## src/rtl/reg_bank_shadow.sv

```systemverilog
// rtl/reg_bank_shadow.sv - bank of NCH working registers with atomic shadow snapshot
module reg_bank_shadow #(
  parameter int              WIDTH     = 8,
  parameter int              NCH       = 3,
  parameter logic [WIDTH-1:0] RESET_VAL = '0
) (
  input  logic                 clk,
  input  logic                 reset,
  input  logic [NCH-1:0]       en,
  input  logic [2*NCH-1:0]     op,
  input  logic [NCH*WIDTH-1:0] d,
  input  logic [NCH-1:0]       sin,
  input  logic                 clr,
  input  logic                 commit,
  output logic [NCH*WIDTH-1:0] q_work,
  output logic [NCH*WIDTH-1:0] q_shadow,
  output logic [NCH-1:0]       sout,
  output logic [NCH-1:0]       wrap,
  output logic                 commit_ack
);

  localparam logic [1:0] OP_HOLD  = 2'b00;
  localparam logic [1:0] OP_LOAD  = 2'b01;
  localparam logic [1:0] OP_SHIFT = 2'b10;
  localparam logic [1:0] OP_INC   = 2'b11;

  logic [NCH*WIDTH-1:0] work_nxt;
  logic [NCH-1:0]       sout_nxt;
  logic [NCH-1:0]       wrap_nxt;
  logic [WIDTH-1:0]     cur;

  // clr outranks any enabled op; wrap is a pulse so it defaults low every cycle
  always_comb begin
    work_nxt = q_work;
    sout_nxt = sout;
    wrap_nxt = '0;
    cur      = '0;
    for (int i = 0; i < NCH; i++) begin
      cur = q_work[WIDTH*i +: WIDTH];
      if (clr) begin
        work_nxt[WIDTH*i +: WIDTH] = RESET_VAL;
      end else if (en[i]) begin
        case (op[2*i +: 2])
          OP_LOAD: work_nxt[WIDTH*i +: WIDTH] = d[WIDTH*i +: WIDTH];
          OP_SHIFT: begin
            work_nxt[WIDTH*i +: WIDTH] = {cur[WIDTH-2:0], sin[i]};
            sout_nxt[i]                = cur[WIDTH-1];
          end
          OP_INC: begin
            work_nxt[WIDTH*i +: WIDTH] = cur + 1'b1;
            wrap_nxt[i]                = &cur;
          end
          OP_HOLD: ;
          default: ;
        endcase
      end
    end
  end

  // shadow takes the pre-edge working values, independent of this cycle's ops
  always_ff @(posedge clk or negedge reset) begin
    if (!reset) begin
      q_work     <= {NCH{RESET_VAL}};
      q_shadow   <= {NCH{RESET_VAL}};
      sout       <= '0;
      wrap       <= '0;
      commit_ack <= 1'b0;
    end else begin
      q_work     <= work_nxt;
      sout       <= sout_nxt;
      wrap       <= wrap_nxt;
      commit_ack <= commit;
      if (commit) begin
        q_shadow <= q_work;
      end
    end
  end

endmodule

```

## config.mk

```make
export PLATFORM = sky130hd
export DESIGN_NAME = reg_bank_shadow
export DESIGN_NICKNAME = d
export VERILOG_FILES = /design/src/rtl/reg_bank_shadow.sv
export SDC_FILE = /design/constraint.sdc
export NUM_CORES = 1
export LEC_CHECK = 0
export CAP_MARGIN = 20
export CORE_MARGIN = 2
export CORE_UTILIZATION = 30
export DETAILED_ROUTE_END_ITERATION = 16
export HOLD_SLACK_MARGIN = 0.15
export PLACE_DENSITY = 0.7
export SKIP_CTS_REPAIR_TIMING = 1
export SYNTH_ARGS = -nofsm -noshare
export SYNTH_HDL_FRONTEND = slang
export SYNTH_SLANG_ARGS = --single-unit
```

## constraint.sdc

```tcl
create_clock -name clk -period 1.35 [get_ports clk]
set_input_delay 0.27 -clock clk [delete_from_list [all_inputs] [get_ports clk]]
set_output_delay 0.27 -clock clk [all_outputs]
set_load 0.02 [all_outputs]
```

==> results of run 1 <==
==> layout make-up <==
class                           count  area [um2]  area share
Multi-Input combinational cell    201        1530       0.318
Inverter                            4        15.0     0.00313
Timing Repair Buffer              165        1630       0.339
Tap cell                          129         161      0.0336
Sequential cell                    55        1390       0.290
Clock buffer                        8        80.1      0.0167
==> power breakdown <==
part	switching, mW	internal [mW]
sequential	0.0725	1.74
clock	0.498	0.370
combinational	0.467	0.521
total	1.04	2.63
==> stage by stage <==
stage	worst slack (ns)	instances
finish	0.0139	562
global placement	-0.524	543
floorplan	-0.0673	278
CTS	-0.341	551
global route	-0.0458	562
detailed placement	-0.635	543
==> layer usage <==
layer,part of all wire,vias up
met1,0.43,1394
met5,0,-
met4,0.014,0
met3,0.048,11
li1,-,1340
met2,0.51,95
==> registers in the layout, indices dropped and copies added, names as in the netlist <==
name and count:
commit_ack 1, q_shadow 24, q_work 24, sout 3
wrap 3
==> layout by cell type, fill, tap and decap left out, types with 4 or more instances in the layout <==
master           instances
a22o_1                  10
o21ai_0                 22
nor2_1                   8
o21ai_1                  6
inv_1                    4
a22oi_1                  5
nor2b_1                  4
xor2_1                   5
a32oi_1                  4
a21oi_1                  7
dfrtp_2                 12
nand2_1                 26
clkbuf_8                 5
mux2_2                  28
clkbuf_2                 4
nand3_1                 10
dlymetal6s2s_1          60
buf_4                   68
dfrtp_1                 43
a31oi_1                  7
clkdlybuf4s50_1         28
==> worst paths after layout <==
kind | cells after the start | endpoint | start
worst max register to register | 5 | q_work[10] | q_work[9]
worst max-delay path | 2 | q_work[0] | q_work[0]
max in group asynchronous | 3 | q_work[16] | reset
min in group asynchronous | 3 | q_work[2] | reset
worst min register to register | 1 | q_shadow[19] | q_shadow[19]
worst min-delay path | 3 | q_work[12] | op[3]
==> cell families after synthesis <==
logic type,count (synthesis),synth area share
buf+inv,22,0.0375
fa+ha+maj,5,0.0216
xor+xnor,5,0.0151
compound gates,82,0.188
mux,30,0.116
simple gates,79,0.147
flops,55,0.474
==> tightest hold or removal path, cell delays in order <==
cell	delay, ns
dlymetal6s2s_1	0.20
nand2_1	0.11
o21ai_0	0.11
==> impl_metrics.ini, run 1 <==
[global_route]
grt_pass1_wl_um = 13300
grt_pass1_vias = 2855
met2_usage = 0.273
grtUsageMet1 = 0.204
grt_max_degree = 56
antenna_found_initial = 0
top_usage_layer = met2
overflow = 0
use_met3 = 0.0301
grt_use_total = 0.159

[logic_synthesis]
yosys_warnings = 0
synth_flop_cell = dfrtp_1
synth_area_leader_cell = dfrtp_1
yosys_register_bits = 55
synth_commonest_cells = 55 x dfrtp_1, 28 x mux2_2, 28 x o21ai_0, 26 x nand2_1, 11 x nand3_1
avgSynthCellArea_um2 = 10.4
synth_cell_types = 50
yosysTopAreaCellShare = 0.474
synth_most_common_cell = dfrtp_1
synth-seq-area-share = 0.474
syn_inst = 278
syn_nets = 323
yosys-top-cells-area = dfrtp_1 47%, mux2_2 11%, o21ai_0 4.8%
synth_edf_count = 0
async_reset_ff_frac = 1.00
netlist_area_um2 = 2900

[die]
core_um2 = 9330
ios = 95
start_util = 0.311
num_rows = 35
die_w_um = 102
dieHeight_um = 102
fp.dieArea_um2 = 10500

[drt]
dr.pass1.iters = 5
drt-total-wl_um = 8690
drt-initial-drc-count = 100
ant_nets = 0
vias_per_cell = 5.05
wl_per_cell_um = 15.5
via_count = 2840
post-route-drc-count = 0

[timing]
tightest_slew_ns = 0.310
max-slew-margin-rel = 0.791
hold_violations = 0
period_share = 0.990
holdWs_ns = 0.435
fin_tns_setup_ns = 0
rsz0062_at_grt = true
drv_slew = 0
fin_crit_ns = 1.34
finClkSkew_ns = 0.00624
setup_viol = 0
max_freq_mhz = 748

[power_and_ir_drop]
max-vdd-ir-drop_mv = 0.388
p_per_area_nw_per_um2 = 764
leakagePower_nw = 3.00
total_power_mw = 3.67

[setup_path]
worstPathCellList = buf_4 > clkbuf_2
cp-start-kind = flip-flop
r2r_slack_ns = 0.02
slowest_stage = dfrtp_2
critPathMaxStageDelay_ns = 0.47
required_ns = 1.08
cp_num_buf_inv = 2
critPathTopFamily = flip-flops
worstPathMaxFanout = 5
crit_type = flip-flop to output pin
setup.worst_path.end_class = output pin
cp_data_arrival_time_ns = 1.07

[placed_design]
hpwlAfterDp_um = 6250
place.gp.congestion = 0.887
dpl-instance-area_um2 = 4420
numPortBuffers = 94

[cts]
root_buffer = clkbuf_8
cts_sinks = 55
numCtsBuffers = 5
cts_buffer_depth = 2
clock_latency_ns = 0.30
cts_tree = built
htreeDepth = 2
clk_pin_slew_ns = 0.09

[job]
max_cap_violations = 0

[finish]
drive_above_1_share = 0.339
fillCellCount = 868
finalNetCount = 477
syn2layout_area_growth_pct = 65.5
post-route-util = 0.515
stdcell_area_um2 = 4800
antenna_cells = 0

[min_path]
min_path_type = input pin to flip-flop

[outcome]
status = completed
Power figures use the tool's default switching activity.
==> run 2: changes to the inputs <==
- HOLD_SLACK_MARGIN: 0.15 -> not set
==> results of run 2 <==
Final layout, timing and power as in run 1 (identical DEF).
